<file path="config.mk">
export PLATFORM = sky130hd
export DESIGN_NAME = fpa_int_converter_flat
export DESIGN_NICKNAME = d
export VERILOG_FILES = /design/src/rtl/fpa_int_converter_pkg.sv /design/src/rtl/fpa_int_converter_if.sv /design/src/rtl/fpa_int_converter_classify.sv /design/src/rtl/fpa_int_converter.sv /design/src/flat_wrapper.sv
export SDC_FILE = /design/constraint.sdc
export NUM_CORES = 1
export LEC_CHECK = 0
export BUFFER_PORTS_ARGS = -buffer_cell sky130_fd_sc_hd__buf_2
export CAP_MARGIN = 15
export CORE_UTILIZATION = 50
export CTS_BUF_LIST = sky130_fd_sc_hd__clkbuf_8
export DETAILED_ROUTE_END_ITERATION = 16
export GPL_TIMING_DRIVEN = 0
export PLACE_DENSITY = 0.75
export SLEW_MARGIN = 0
export SYNTH_ARGS = -nofsm -noshare
export SYNTH_HDL_FRONTEND = slang
export SYNTH_HIERARCHICAL = 1
export SYNTH_SLANG_ARGS = --single-unit
export TNS_END_PERCENT = 50
</file>
<file path="constraint.sdc">
create_clock -name clk_34 -period 2.4 [get_ports clk_34]
set_input_delay 0.24 -clock clk_34 [delete_from_list [all_inputs] [get_ports clk_34]]
set_output_delay 0.24 -clock clk_34 [all_outputs]
set_load 0.02 [all_outputs]
</file>
<file path="src/rtl/fpa_int_converter_pkg.sv">
// Shared types and constants for the FP16 to int16 converter.
// Field geometry, saturation limits, FSM states and input classes.
package fpa_pkg;

    localparam int          FRAC_W   = 10;
    localparam int          EXP_W    = 5;
    localparam logic [4:0]  EXP_BIAS = 5'd15;
    localparam logic [15:0] INT_MAX  = 16'h7FFF;
    localparam logic [15:0] INT_MIN  = 16'h8000;

    typedef enum logic [1:0] {
        IDLE,
        SHIFT,
        DONE
    } state_t;

    typedef enum logic [2:0] {
        C_OVF,
        C_UNF,
        C_NAN,
        C_INF,
        C_ZERO,
        C_FRAC,
        C_BIG,
        C_NORM
    } cls_t;

endpackage

</file>
<file path="src/rtl/fpa_int_converter_if.sv">
// Operand/result handshake bundle of the FP16 to int16 converter.
// master: producer/consumer side; slave: the converter itself.
interface fpa_int_converter_if;

    logic [15:0] fp_in_34;
    logic        ovf_in_34;
    logic        unf_in_34;
    logic        in_valid_34;
    logic        in_ready_34;
    logic [15:0] int_out_34;
    logic        sat_flag_34;
    logic        inexact_flag_34;
    logic        out_valid_34;
    logic        out_ready_34;

    modport master (
        output fp_in_34, ovf_in_34, unf_in_34, in_valid_34, out_ready_34,
        input  in_ready_34, int_out_34, sat_flag_34, inexact_flag_34,
        input  out_valid_34
    );

    modport slave (
        input  fp_in_34, ovf_in_34, unf_in_34, in_valid_34, out_ready_34,
        output in_ready_34, int_out_34, sat_flag_34, inexact_flag_34,
        output out_valid_34
    );

endinterface

</file>
<file path="src/rtl/fpa_int_converter_classify.sv">
// Combinational classifier: picks the conversion class of an FP16 operand.
// Ports: i_fp/i_ovf/i_unf in; class, sign, shift dir/count, preload out.
module fp16_classify
    import fpa_pkg::*;
(
    input  logic [15:0] i_fp,
    input  logic        i_ovf,
    input  logic        i_unf,
    output cls_t        o_cls,
    output logic        o_sign,
    output logic        o_shl,
    output logic [3:0]  o_n,
    output logic [15:0] o_mag,
    output logic [15:0] o_res,
    output logic        o_sat,
    output logic        o_inx
);

    logic [EXP_W-1:0]  w_e;
    logic [FRAC_W-1:0] w_f;
    logic [15:0]       w_lim;

    assign w_e    = i_fp[FRAC_W +: EXP_W];
    assign w_f    = i_fp[FRAC_W-1:0];
    assign o_sign = i_fp[15];
    assign w_lim  = o_sign ? INT_MIN : INT_MAX;

    always_comb begin
        o_cls = C_NORM;
        o_shl = 1'b0;
        o_n   = 4'd0;
        o_mag = {5'd0, 1'b1, w_f};
        o_res = 16'd0;
        o_sat = 1'b0;
        o_inx = 1'b0;
        if (i_ovf) begin
            o_cls = C_OVF;
            o_res = w_lim;
            o_sat = 1'b1;
        end else if (i_unf) begin
            o_cls = C_UNF;
            o_inx = |i_fp[14:0];
        end else if (w_e == 5'd31 && w_f != '0) begin
            o_cls = C_NAN;
            o_sat = 1'b1;
        end else if (w_e == 5'd31) begin
            o_cls = C_INF;
            o_res = w_lim;
            o_sat = 1'b1;
        end else if (w_e == 5'd0) begin
            o_cls = C_ZERO;
            o_inx = |w_f;
        end else if (w_e < EXP_BIAS) begin
            o_cls = C_FRAC;
            o_inx = 1'b1;
        end else if (w_e >= 5'd30) begin
            // -32768 is the one E=15 value that fits exactly
            o_cls = C_BIG;
            o_res = w_lim;
            o_sat = !(o_sign && w_f == '0);
        end else begin
            // e in 15..29; E >= 10 <=> e >= 25. Low-nibble math gives |E-10|.
            o_shl = (w_e >= 5'd25);
            o_n   = o_shl ? (w_e[3:0] - 4'd9) : (4'd9 - w_e[3:0]);
        end
    end

endmodule

</file>
<file path="src/rtl/fpa_int_converter.sv">
// FP16 to signed int16 converter, truncating, saturating, one shift/clk.
// Ports: clk_34, rst_34 (async low), bus (slave modport of the handshake).
module fpa_int_converter
    import fpa_pkg::*;
#(
    parameter int FP_W  = 16,
    parameter int INT_W = 16
) (
    input  logic                clk_34,
    input  logic                rst_34,
    fpa_int_converter_if.slave  bus
);

    logic [FP_W-1:0]  w_fp;
    cls_t             w_cls;
    logic             w_sign;
    logic             w_shl;
    logic [3:0]       w_n;
    logic [15:0]      w_mag;
    logic [15:0]      w_res;
    logic             w_sat;
    logic             w_inx;

    state_t           r_state;
    logic [3:0]       r_cnt;
    logic [INT_W-1:0] r_mag;
    logic             r_shl;
    logic             r_sticky;
    logic             r_sign;
    logic             r_norm;
    logic [INT_W-1:0] r_res;
    logic             r_sat_sp;
    logic             r_inx_sp;
    logic [INT_W-1:0] r_int_out;
    logic             r_sat;
    logic             r_inx;
    logic             r_out_valid;

    assign w_fp = bus.fp_in_34;

    fp16_classify u_classify (
        .i_fp   (w_fp),
        .i_ovf  (bus.ovf_in_34),
        .i_unf  (bus.unf_in_34),
        .o_cls  (w_cls),
        .o_sign (w_sign),
        .o_shl  (w_shl),
        .o_n    (w_n),
        .o_mag  (w_mag),
        .o_res  (w_res),
        .o_sat  (w_sat),
        .o_inx  (w_inx)
    );

    // Ready drops as soon as reset is asserted, not at the next edge.
    assign bus.in_ready_34     = (r_state == IDLE) && rst_34;
    assign bus.int_out_34      = r_int_out;
    assign bus.sat_flag_34     = r_sat;
    assign bus.inexact_flag_34 = r_inx;
    assign bus.out_valid_34    = r_out_valid;

    always_ff @(posedge clk_34 or negedge rst_34) begin
        if (!rst_34) begin
            r_state     <= IDLE;
            r_cnt       <= '0;
            r_mag       <= '0;
            r_shl       <= 1'b0;
            r_sticky    <= 1'b0;
            r_sign      <= 1'b0;
            r_norm      <= 1'b0;
            r_res       <= '0;
            r_sat_sp    <= 1'b0;
            r_inx_sp    <= 1'b0;
            r_int_out   <= '0;
            r_sat       <= 1'b0;
            r_inx       <= 1'b0;
            r_out_valid <= 1'b0;
        end else begin
            unique case (r_state)
                IDLE: begin
                    if (bus.in_valid_34) begin
                        r_cnt    <= w_n;
                        r_mag    <= w_mag;
                        r_shl    <= w_shl;
                        r_sticky <= 1'b0;
                        r_sign   <= w_sign;
                        r_norm   <= (w_cls == C_NORM);
                        r_res    <= w_res;
                        r_sat_sp <= w_sat;
                        r_inx_sp <= w_inx;
                        r_state  <= SHIFT;
                    end
                end
                SHIFT: begin
                    if (r_cnt != 4'd0) begin
                        r_cnt <= r_cnt - 4'd1;
                        if (r_shl) begin
                            r_mag <= r_mag << 1;
                        end else begin
                            r_mag    <= r_mag >> 1;
                            r_sticky <= r_sticky | r_mag[0];
                        end
                    end else begin
                        if (r_norm) begin
                            r_int_out <= r_sign ? (~r_mag + 16'd1) : r_mag;
                            r_sat     <= 1'b0;
                            r_inx     <= r_sticky;
                        end else begin
                            r_int_out <= r_res;
                            r_sat     <= r_sat_sp;
                            r_inx     <= r_inx_sp;
                        end
                        r_out_valid <= 1'b1;
                        r_state     <= DONE;
                    end
                end
                DONE: begin
                    if (bus.out_ready_34) begin
                        r_out_valid <= 1'b0;
                        r_state     <= IDLE;
                    end
                end
                default: r_state <= IDLE;
            endcase
        end
    end

endmodule
</file>
<file path="src/flat_wrapper.sv">
// flat-port wrapper written by rule: the top's interface ports become plain ports
module fpa_int_converter_flat import fpa_pkg::*;
#(
    parameter int FP_W  = 16,
    parameter int INT_W = 16
)
  (clk_34, rst_34, bus_fp_in_34, bus_ovf_in_34, bus_unf_in_34, bus_in_valid_34, bus_out_ready_34, bus_in_ready_34, bus_int_out_34, bus_sat_flag_34, bus_inexact_flag_34, bus_out_valid_34);
  fpa_int_converter_if bus_i ();
  input  logic clk_34;
  input  logic rst_34;
  input wire logic [$bits(bus_i.fp_in_34)-1:0] bus_fp_in_34;
  input wire logic [$bits(bus_i.ovf_in_34)-1:0] bus_ovf_in_34;
  input wire logic [$bits(bus_i.unf_in_34)-1:0] bus_unf_in_34;
  input wire logic [$bits(bus_i.in_valid_34)-1:0] bus_in_valid_34;
  input wire logic [$bits(bus_i.out_ready_34)-1:0] bus_out_ready_34;
  output wire logic [$bits(bus_i.in_ready_34)-1:0] bus_in_ready_34;
  output wire logic [$bits(bus_i.int_out_34)-1:0] bus_int_out_34;
  output wire logic [$bits(bus_i.sat_flag_34)-1:0] bus_sat_flag_34;
  output wire logic [$bits(bus_i.inexact_flag_34)-1:0] bus_inexact_flag_34;
  output wire logic [$bits(bus_i.out_valid_34)-1:0] bus_out_valid_34;
  assign bus_i.fp_in_34 = bus_fp_in_34;
  assign bus_i.ovf_in_34 = bus_ovf_in_34;
  assign bus_i.unf_in_34 = bus_unf_in_34;
  assign bus_i.in_valid_34 = bus_in_valid_34;
  assign bus_i.out_ready_34 = bus_out_ready_34;
  assign bus_in_ready_34 = bus_i.in_ready_34;
  assign bus_int_out_34 = bus_i.int_out_34;
  assign bus_sat_flag_34 = bus_i.sat_flag_34;
  assign bus_inexact_flag_34 = bus_i.inexact_flag_34;
  assign bus_out_valid_34 = bus_i.out_valid_34;
  fpa_int_converter #(.FP_W(FP_W), .INT_W(INT_W)) u_core (.clk_34(clk_34), .rst_34(rst_34), .bus(bus_i));
endmodule
</file>
Yosys cells after proc, flatten, opt, wreduce, memory -nomap -nowiden
Cells that the tools add are included.
{"block": "totals", "ff_bits": 63, "input_bits": 22, "out_inout_bits": 20, "word_cells": 117}
{"block": "classes", "add_sub_neg": 4, "order_cmp": 3, "eq_ne": 9, "mux": 65, "bitwise": 3, "n_reduce_logical": 19}
{"cell": "16-bit two-way mux", "count": 13}
{"cell": "4-bit two-way mux", "count": 10}
{"cell": "16-bit one-hot mux with 2 select lines", "count": 1}
{"cell": "1-bit two-way mux", "count": 28}
{"cell": "16-bit by 1-bit adder with 16-bit output, second input constant", "count": 1}
{"cell": "16-bit inverter", "count": 1}
{"cell": "15-bit OR reduction", "count": 1}
{"cell": "3-bit two-way mux", "count": 4}
{"cell": "5-bit >= comparator, second input constant", "count": 2}
{"cell": "10-bit logical NOT", "count": 1}
{"cell": "2-bit two-way mux", "count": 5}
{"cell": "10-bit nonzero test", "count": 1}
{"cell": "10-bit OR reduction", "count": 1}
{"cell": "3-bit AND reduction", "count": 3}
{"cell": "2-bit != test, second input constant", "count": 4}
{"cell": "4-bit one-hot mux with 2 select lines", "count": 1}
{"cell": "2-bit one-hot mux with 3 select lines", "count": 1}
{"cell": "5-bit equality test, second input constant", "count": 1}
{"cell": "5-bit logical NOT", "count": 1}
{"cell": "5-bit by 4-bit less-than comparator with 1-bit output, second input constant", "count": 1}
{"cell": "1-bit one-hot mux with 2 select lines", "count": 2}
{"cell": "2-bit AND reduction", "count": 2}
{"cell": "4-bit AND reduction", "count": 1}
{"cell": "2-bit nonzero test", "count": 2}
{"cell": "13 further kinds", "count": 15}

Depth between registers and ports, before layout
Gate-level depths: netlist of run 1.
{"block": "depth", "word_depth": 11, "depth_mapped": 9, "mapped_depth_nobuf": 8}

Cells and area by module
Netlist of run 1, hierarchy kept.
{"module": "fpa_int_converter", "n_inst": 1, "cells_per_inst": 329, "area_per_inst_um2": 3233.1, "seq_area_each_um2": 1576.5}
{"module": "fp16_classify", "n_inst": 1, "cells_per_inst": 88, "area_per_inst_um2": 629.4, "seq_area_each_um2": 0.0}

Worst setup path before layout of run 1
No wires, ideal clock.
{"block": "synth_timing", "kind": "input to register", "start": "input bus_fp_in_34[5]", "end": "register u_core.r_res[11]", "setup_time_ps": 64, "arrival_ps": 2018, "required_ps": 2336, "setup_slack_ps": 318, "stages": 6, "n_path_buf": 1, "cell_sequence": "or4_4 > nor4_4 > nor3_1 > nor3_2 > buf_4 > mux2_2"}
{"block": "synth_via", "elab_chain_cells": 5}
{"item": "start: declaration", "line_no": "flat_wrapper.sv:11", "rtl": "input wire logic [$bits(bus_i.fp_in_34)-1:0] bus_fp_in_34;"}
{"item": "10-bit nonzero test", "line_no": "fpa_int_converter_classify.sv:43", "rtl": "end else if (w_e == 5'd31 && w_f != '0) begin"}
{"item": "1-bit logical AND", "line_no": "fpa_int_converter_classify.sv:43"}
{"item": "16-bit two-way mux", "line_no": "fpa_int_converter_classify.sv:43"}
{"item": "16-bit two-way mux", "line_no": "fpa_int_converter_classify.sv:40", "rtl": "end else if (i_unf) begin"}
{"item": "16-bit two-way mux", "line_no": "fpa_int_converter_classify.sv:36", "rtl": "if (i_ovf) begin"}
{"item": "named net u_core.w_res[11]", "line_no": "fpa_int_converter.sv:20", "rtl": "logic [15:0] w_res;"}
{"item": "end signal: assignment", "line_no": "fpa_int_converter.sv:88", "rtl": "r_res <= w_res;"}
{"item": "end: declaration", "line_no": "fpa_int_converter.sv:31", "rtl": "logic [INT_W-1:0] r_res;"}
The timed path passes the listed nets, and every way through them passes these cells.
A chain may end at the register's enable or synchronous reset.

Worst setup path after layout of run 1
{"block": "layout_timing", "start": "register u_core.r_cnt[0]", "end": "register u_core.r_cnt[1]"}
{"block": "layout_via", "elab_chain_cells": 3, "word_cells_on_any_way": 6, "classes_between": "add/sub (1); eq/ne (1); mux (2); reduce/logical (2)"}
{"item": "start: declaration", "line_no": "fpa_int_converter.sv:25", "rtl": "logic [3:0] r_cnt;"}
{"item": "start signal: assignment", "line_no": "fpa_int_converter.sv:82", "rtl": "r_cnt <= w_n;"}
{"item": "start signal: assignment", "line_no": "fpa_int_converter.sv:96", "rtl": "r_cnt <= r_cnt - 4'd1;"}
{"item": "4-bit by 1-bit subtractor with 4-bit output or 4-bit nonzero test (tied branches)", "line_no": "fpa_int_converter.sv:96, fpa_int_converter.sv:95"}
{"item": "4-bit two-way mux or 2-bit by 1-bit != test with 1-bit output (tied branches)"}
{"item": "4-bit one-hot mux with 2 select lines or 3-bit AND reduction (tied branches)"}
Several ways; a longest one is shown, not always the timed one. The select of a mux whose other input is x is not followed.

==> results of run 1 <==
==> report_power, final <==
part / leakage [nW] / internal [mW] / switching [mW]
combinational: 1.13 / 1.05 / 1.52
sequential: 0.801 / 1.52 / 0.320
clock: 0.100 / 0.472 / 0.412
total: 2.03 / 3.04 / 2.26
==> registers in the layout, indices dropped and copies added, names as in the netlist, 2 cells and up <==
register	count
u_core/r_res	16
u_core/bus.int_out_34	16
u_core/r_cnt	4
u_core/r_mag	16
u_core/r_state	2
==> stage by stage <==
stage               std cells  setup slack [ns]  setup TNS [ns]
floorplan                 421             0.318               0
global placement          560            -0.290           -4.23
detailed placement        561            -0.287           -4.08
CTS                       578            0.0625               0
global route              578            0.0121               0
finish                    578             0.240               0
==> cell usage after synthesis, types with 6 or more instances <==
cell                       instances
sky130_fd_sc_hd__buf_4            31
sky130_fd_sc_hd__nor3_1            7
sky130_fd_sc_hd__a21oi_1          34
sky130_fd_sc_hd__nor2_1           32
sky130_fd_sc_hd__mux2_2           19
sky130_fd_sc_hd__mux2i_1          20
sky130_fd_sc_hd__nand2_1          34
sky130_fd_sc_hd__o21ai_0          35
sky130_fd_sc_hd__and3_1            7
sky130_fd_sc_hd__ha_1              8
sky130_fd_sc_hd__dfrtp_1          63
sky130_fd_sc_hd__xor2_1            9
sky130_fd_sc_hd__o21ai_1           8
sky130_fd_sc_hd__buf_2             8
sky130_fd_sc_hd__clkbuf_1         18
sky130_fd_sc_hd__inv_1            12
sky130_fd_sc_hd__xnor2_1           6
==> final cells by class <==
class                      count  area (um2)  area share
buffer                        60         378      0.0853
clock buffer                   9         124      0.0280
clock inverter                 7        65.1      0.0147
inverter                      12        45.0      0.0102
multi-input combinational    286        1890       0.426
sequential                    63        1580       0.356
tap                           99         124      0.0280
timing repair buffer          42         233      0.0525
==> cells by family (layout without fill, tap and decap cells) <==
kind of cell / Yosys count / after routing / synth area share
and+or+nand+nor: 116 / 116 / 0.156
AOI/OAI and AO/OA: 102 / 102 / 0.157
buffers and inverters: 72 / 130 / 0.109
DFF: 63 / 63 / 0.408
muxes: 39 / 39 / 0.107
xor gates and xnor gates: 15 / 15 / 0.0340
adders and majority gates: 8 / 8 / 0.0259
other: 2 / 6 / 0.00194
==> path summary, 6_finish.rpt <==
kind / depth (start not counted) / slack, ns / startpoint / endpoint
worst max-delay path: 8 / 0.24 / u_core/r_cnt[0] / u_core/r_cnt[1]
worst min-delay path: 2 / 0.12 / bus_out_ready_34 / u_core/r_state[1]
worst max register to register: 8 / 0.24 / u_core/r_cnt[0] / u_core/r_cnt[1]
min in group asynchronous: 2 / 0.38 / rst_34 / u_core/bus.inexact_flag_34
max in group asynchronous: 3 / 1.49 / rst_34 / u_core/r_mag[9]
worst min register to register: 2 / 0.47 / u_core/bus.int_out_34[0] / u_core/bus.int_out_34[0]
==> layer usage <==
metal / track usage / share of wire / vias up
met5: 0 / 0 / -
met4: 0.0780 / 0.0068 / 0
met3: 0.0431 / 0.048 / 6
met2: 0.358 / 0.47 / 80
met1: 0.283 / 0.47 / 1479
li1: - / - / 1541
==> timing repair <==
| action | 4_1_cts | 5_1_grt |
|---|---|---|
| hold endpoints to repair | 27 | 0 |
| resized for setup | 0 | 4 |
| hold buffers | 1 | 0 |
| setup endpoints to repair | 0 | 16 |
==> flow_summary.rst, run 1 <==
.. list-table::
   :header-rows: 1

   * - Metric
     - Value
   * - Outcome
     - finished clean
   * - Die footprint
     - 0.00808 mm2
   * - TritonCTS clock tree
     - yes
   * - Max capacitance violation total
     - 0
   * - Post-DP HPWL
     - 6100 um
   * - Final critical delay including setup and external delays
     - 2.16 ns
   * - Placement Cell Area
     - 0.00422 mm2
   * - Data arrival time of the critical path
     - 2.36 ns
   * - DR vias/cell
     - 5.37
   * - First-pass DRT Iterations
     - 4
   * - Reported leakage power
     - 2.03 nW
   * - X dimension of the die
     - 89.9 um
   * - DRC viols
     - 0
   * - # H-tree levels
     - 3
   * - Final layout net count
     - 504
   * - Count of synthesis-stage warnings from yosys
     - 6
   * - Number of endpoints with negative hold slack in the final report
     - 0
   * - Area grow syn2layout
     - 14.7%
   * - Iteration-0 DRC Markers
     - 189
   * - Cell family contributing the most delay on the critical path
     - buffers and inverters
   * - Max transition margin
     - 0.595
   * - Setup repair after global routing missed its margin
     - false
   * - Count of mapped cells out of synthesis
     - 417
   * - Cell breakdown of the critical path
     - inv_1 -> ha_1 -> nor3b_1 -> nor2_1 -> nor2_1 -> buf_2 -> clkbuf_1 -> a21oi_1
   * - Layout Skew
     - 0.00954 ns
   * - Data required time at the worst endpoint
     - 2.60 ns
   * - Final period util
     - 0.900
   * - Clock insertion delay at the later pin of the skew report
     - 0.34 ns
   * - Number of placed I/O pins
     - 42
   * - Fraction of post-synthesis cell area in the top cell type by area
     - 0.408
   * - Hold crit path type
     - in -> reg
   * - Maximum number of pins on one net before global-route repair
     - 38
   * - Antenna violations before repair
     - 0
   * - Clock root buffer master
     - sky130_fd_sc_hd__clkbuf_8
   * - CTS sink cnt
     - 63
   * - Site row count
     - 31
   * - Fraction of final layout cells sized beyond drive strength 1
     - 0.265
   * - Leading cell type in the layout, fill and taps excluded
     - sky130_fd_sc_hd__dfrtp_1
   * - Count of input and output buffers
     - 40
   * - Startpoint Class
     - flop
   * - Wire length of the first global-routing pass
     - 14100 um
   * - Core utilization of the finished layout
     - 0.601
   * - Peak per-stage delay on the critical path
     - 0.41 ns
   * - Slowest cell on the critical path
     - sky130_fd_sc_hd__clkbuf_1
   * - Seq cells post-synth
     - 63
   * - Gr ovfl total
     - 0
   * - Final design instance area without fill
     - 0.00443 mm2
   * - Highest fanout seen on the critical path
     - 10
   * - Pwr/cell area
     - 1200 mW/mm2
   * - Synth cell types
     - 56
   * - Slew of the pin with the lowest slew margin
     - 0.605 ns
   * - Commonest cells after routing, fill and taps aside
     - sky130_fd_sc_hd__dfrtp_1, sky130_fd_sc_hd__buf_2, sky130_fd_sc_hd__o21ai_0
   * - Overall via count from detail_route
     - 3106
   * - Number of global-route vias before repair
     - 2959
   * - Biggest area contributors in the synthesized netlist
     - sky130_fd_sc_hd__dfrtp_1, sky130_fd_sc_hd__buf_4, sky130_fd_sc_hd__mux2_2, sky130_fd_sc_hd__mux2i_1, sky130_fd_sc_hd__o21ai_0
   * - Final routed wirelength across all metal layers
     - 8320 um
   * - Endpoints failing setup
     - 0
   * - Total power of the final layout
     - 5.30 mW
   * - Clock slew at reported path FFs
     - 0.07 ns
   * - Filler Cells Inserted
     - 658
   * - Std-Cell Core Area
     - 0.00737 mm2
   * - Number of flops mapped to enable cells by yosys
     - 0
   * - Dominant cell type by count on the critical path
     - sky130_fd_sc_hd__nor2_1
   * - Hold Worst Slack
     - 0.116 ns
   * - Final weighted congestion in routability-driven placement
     - 0.845
   * - Average wire per cell in the routed design
     - 14.4 um
   * - Max Root-Sink Buffers
     - 2
   * - Height of the chip
     - 89.9 um
   * - Fraction of the yosys area taken by sequential cells
     - 0.408
   * - Critical Path Sink Type
     - flop
   * - Most used flip-flop cell after synthesis
     - sky130_fd_sc_hd__dfrtp_1
   * - All-layer global routing usage
     - 0.217
   * - Number of CTS-inserted buffers
     - 9
   * - Maximum clock frequency
     - 0.463 GHz
   * - Mapped cell area
     - 0.00386 mm2
   * - Antenna Cells
     - 0
   * - WS Path Type
     - reg -> reg
   * - Largest voltage drop on the vdd net
     - 476 uV
   * - Number of buffer and inverter stages on the critical path
     - 3
   * - Cell taking the most area after synthesis
     - sky130_fd_sc_hd__dfrtp_1
   * - Remaining number of nets flagged by the antenna check after routing
     - 0
   * - Initial Utilization
     - 0.524
   * - Fraction of synthesis flops using an asynchronous set or reset pin
     - 1.00
   * - Number of buffers added for setup after CTS
     - 0
   * - Mean instance size in the synthesized netlist
     - 9.26 um2
   * - Max Transition Viols Final
     - 0
Note: power is estimated with default switching activity, not from simulation.
==> inputs of run 2 (changes only) <==
--- a/config.mk
+++ b/config.mk
@@ -11,10 +11,9 @@
 export CTS_BUF_LIST = sky130_fd_sc_hd__clkbuf_8
 export DETAILED_ROUTE_END_ITERATION = 16
 export GPL_TIMING_DRIVEN = 0
-export PLACE_DENSITY = 0.75
+export PLACE_DENSITY = 0.76
 export SLEW_MARGIN = 0
 export SYNTH_ARGS = -nofsm -noshare
 export SYNTH_HDL_FRONTEND = slang
-export SYNTH_HIERARCHICAL = 1
 export SYNTH_SLANG_ARGS = --single-unit
 export TNS_END_PERCENT = 50
==> constraint.sdc (replaced) <==
create_clock -name clk_34 -period 2.15 [get_ports clk_34]
set_input_delay 0.215 -clock clk_34 [delete_from_list [all_inputs] [get_ports clk_34]]
set_output_delay 0.215 -clock clk_34 [all_outputs]
set_load 0.02 [all_outputs]
==> run 2 against run 1 <==
Clock skew is 0.0049 ns lower. Combinational power is 4% higher. Final cell count is 21% lower. Global-route usage is 1.9 points higher. Via count is 14% lower. Worst hold slack worse by 0.016 ns. Synthesized cell count is 20% lower. Sequential share of layout area is 0.23 points lower.
==> flow_summary.rst, run 2 <==
.. list-table::
   :header-rows: 1

   * - Metric
     - Value
   * - Outcome
     - finished clean
   * - Top cells by instance count after synthesis
     - sky130_fd_sc_hd__dfrtp_1, sky130_fd_sc_hd__nand2_1, sky130_fd_sc_hd__nor2_1
   * - Fraction of synthesis flops using an asynchronous set or reset pin
     - 1.00
   * - Final layout net count
     - 413
   * - Die footprint
     - 0.00635 mm2
   * - All-layer global routing usage
     - 0.236
   * - Critical Path Sink Type
     - flop
   * - Height of the chip
     - 79.7 um
   * - Hold path depth
     - 2
   * - Mean instance size in the synthesized netlist
     - 9.09 um2
   * - Clock root buffer master
     - sky130_fd_sc_hd__clkbuf_8
   * - Reported leakage power
     - 1.57 nW
   * - Max Root-Sink Buffers
     - 2
   * - Number of endpoints with negative hold slack in the final report
     - 0
   * - # H-tree levels
     - 2
   * - TritonCTS clock tree
     - yes
   * - Largest voltage drop on the vdd net
     - 581 uV
   * - Final critical delay including setup and external delays
     - 2.08 ns
   * - Antenna violations before repair
     - 0
   * - Final routed wirelength across all metal layers
     - 6860 um
   * - Max transition margin
     - 0.614
   * - Post-placement cell count
     - 445
   * - Total power of the final layout
     - 4.90 mW
   * - WS Path Type
     - reg -> reg
   * - DR vias/cell
     - 5.89
   * - Cell breakdown of the critical path
     - clkbuf_1 -> nor4_4 -> nand3b_1 -> o31ai_1 -> mux2i_1 -> nand3_1
   * - Max Transition Viols Final
     - 0
   * - Endpoints failing setup
     - 0
   * - Count of mapped cells out of synthesis
     - 332
   * - Data required time at the worst endpoint
     - 2.33 ns
   * - Filler Cells Inserted
     - 508
   * - Overall via count from detail_route
     - 2682
   * - Fraction of the yosys area taken by sequential cells
     - 0.406
   * - Top-count cell post-synth
     - sky130_fd_sc_hd__dfrtp_1
   * - Hold Worst Slack
     - 0.100 ns
   * - Most used flip-flop cell after synthesis
     - sky130_fd_sc_hd__dfrtp_1
   * - Syn_nets
     - 363
   * - Area grow syn2layout
     - 14.9%
   * - Clock slew at reported path FFs
     - 0.09 ns
   * - Pwr/cell area
     - 1410 mW/mm2
   * - Post-Layout Cell Count
     - 455
   * - Clock insertion delay at the later pin of the skew report
     - 0.30 ns
   * - Hold path start
     - bus_out_ready_34
   * - Synth cell types
     - 56
   * - Count of input and output buffers
     - 41
   * - DRC viols
     - 0
   * - Post-DP HPWL
     - 5020 um
   * - Cell taking the most area after synthesis
     - sky130_fd_sc_hd__dfrtp_1
   * - Number of global-route vias before repair
     - 2419
   * - Maximum number of pins on one net before global-route repair
     - 51
   * - Count of synthesis-stage warnings from yosys
     - 0
   * - Hold crit path type
     - in -> reg
   * - Final period util
     - 0.968
   * - Slowest cell on the critical path
     - sky130_fd_sc_hd__nor4_4
   * - Worst r2r src
     - u_core.r_mag[7]
   * - Worst r2r path cells
     - 6
   * - Gr ovfl total
     - 0
   * - Core utilization of the finished layout
     - 0.611
   * - Number of CTS-inserted buffers
     - 5
   * - Std-Cell Core Area
     - 0.00568 mm2
   * - Iteration-0 DRC Markers
     - 205
   * - Worst slack, placed
     - -0.0742 ns
   * - Seq cells post-synth
     - 49
   * - Fraction of post-synthesis cell area in the top cell type by area
     - 0.406
   * - Number of placed I/O pins
     - 42
   * - Remaining number of nets flagged by the antenna check after routing
     - 0
   * - Setup repair after global routing missed its margin
     - true
   * - Maximum clock frequency
     - 0.480 GHz
   * - Number of flops mapped to enable cells by yosys
     - 0
   * - Highest fanout seen on the critical path
     - 9
   * - Startpoint Class
     - flop
   * - Data arrival time of the critical path
     - 2.27 ns
   * - Wire length of the first global-routing pass
     - 11600 um
   * - Site row count
     - 27
   * - Slew of the pin with the lowest slew margin
     - 0.578 ns
   * - Layout Skew
     - 0.00468 ns
   * - Average wire per cell in the routed design
     - 15.1 um
   * - Timing startpoint of the critical path
     - u_core.r_mag[7]
   * - Peak per-stage delay on the critical path
     - 0.38 ns
   * - Setup WS post-layout
     - 0.0683 ns
   * - Antenna Cells
     - 0
   * - Mapped cell area
     - 0.00302 mm2
   * - First-pass DRT Iterations
     - 4
   * - Max capacitance violation total
     - 0
   * - CTS sink cnt
     - 49
   * - Fraction of final layout cells sized beyond drive strength 1
     - 0.188
   * - Initial Utilization
     - 0.532
   * - Commonest cells after routing, fill and taps aside
     - sky130_fd_sc_hd__buf_2, sky130_fd_sc_hd__dfrtp_1, sky130_fd_sc_hd__nand2_1
   * - Biggest area contributors in the synthesized netlist
     - sky130_fd_sc_hd__dfrtp_1, sky130_fd_sc_hd__mux2i_1, sky130_fd_sc_hd__nand2_1, sky130_fd_sc_hd__o21ai_0, sky130_fd_sc_hd__ha_1
   * - Final weighted congestion in routability-driven placement
     - 0.844
   * - X dimension of the die
     - 79.7 um
-- run 2: cell type report --
type / instances / area [um2] / area share
Clock inverter: 2 / 33.8 / 0.00974
Buffer: 25 / 113 / 0.0325
Multi-Input combinational cell: 248 / 1650 / 0.476
Sequential cell: 49 / 1230 / 0.354
Tap cell: 72 / 90.1 / 0.0260
Clock buffer: 6 / 82.6 / 0.0238
Inverter: 10 / 37.5 / 0.0108
Timing Repair Buffer: 43 / 235 / 0.0678
-- run 2: through the flow --
step	setup TNS, ns	instance area, um2
2_1_floorplan	0	3020
3_3_place_gp	-0.447	3310
3_5_place_dp	-0.293	3310
4_1_cts	0	3430
5_1_grt	-0.0529	3470
6_report	0	3470
-- run 2: repair_timing --
action	in CTS	in global routing
gates cloned	0	0
resized for setup	1	3
setup buffers	0	0
setup endpoints to repair	20	16
hold endpoints to repair	0	8
hold buffers	0	1
-- run 2: path summary, 6_finish.rpt --
kind	to	slack, ns
setup / recovery	u_core.bus.int_out_34[14]	0.07
hold / removal	u_core.r_state[1]	0.1
setup reg to reg	u_core.bus.int_out_34[14]	0.07
hold reg to reg	u_core.bus.int_out_34[3]	0.48
max in group asynchronous	u_core.r_cnt[2]	1.37
min in group asynchronous	u_core.bus.int_out_34[0]	0.30
-- run 2: cells by family after synthesis --
group                    Yosys count  synth area share
buffers and inverters             35            0.0493
adder cells (fa/ha/maj)            9            0.0373
multiplexers                      20            0.0667
XOR/XNOR                          10            0.0290
flip-flops                        49             0.406
AO/OA/AOI/OAI                     98             0.216
AND/OR/NAND/NOR                  111             0.196
-- run 2: report_power, final --
part / leakage [nW] / switching [mW] / internal [mW]
sequential: 0.621 / 0.262 / 1.30
combinational: 0.888 / 1.66 / 0.992
clock: 0.0626 / 0.306 / 0.375
-- run 2: routing by layer --
metal | vias to the layer above | track usage | wire, um
met5 | - | 0 | 0
met1 | 1288 | 0.312 | 3170
met3 | 17 | 0.0434 | 316
li1 | 1295 | - | -
met4 | 0 | 0.0964 | 184
met2 | 82 | 0.377 | 3190
-- run 2: worst max-delay path, delay by kind of cell (launching register included) --
family                 cells  cell delay, ns
AO/OA/AOI/OAI              1            0.38
AND/OR/NAND/NOR            3            0.70
buffers and inverters      1            0.25
flip-flops                 1            0.36
multiplexers               1            0.28
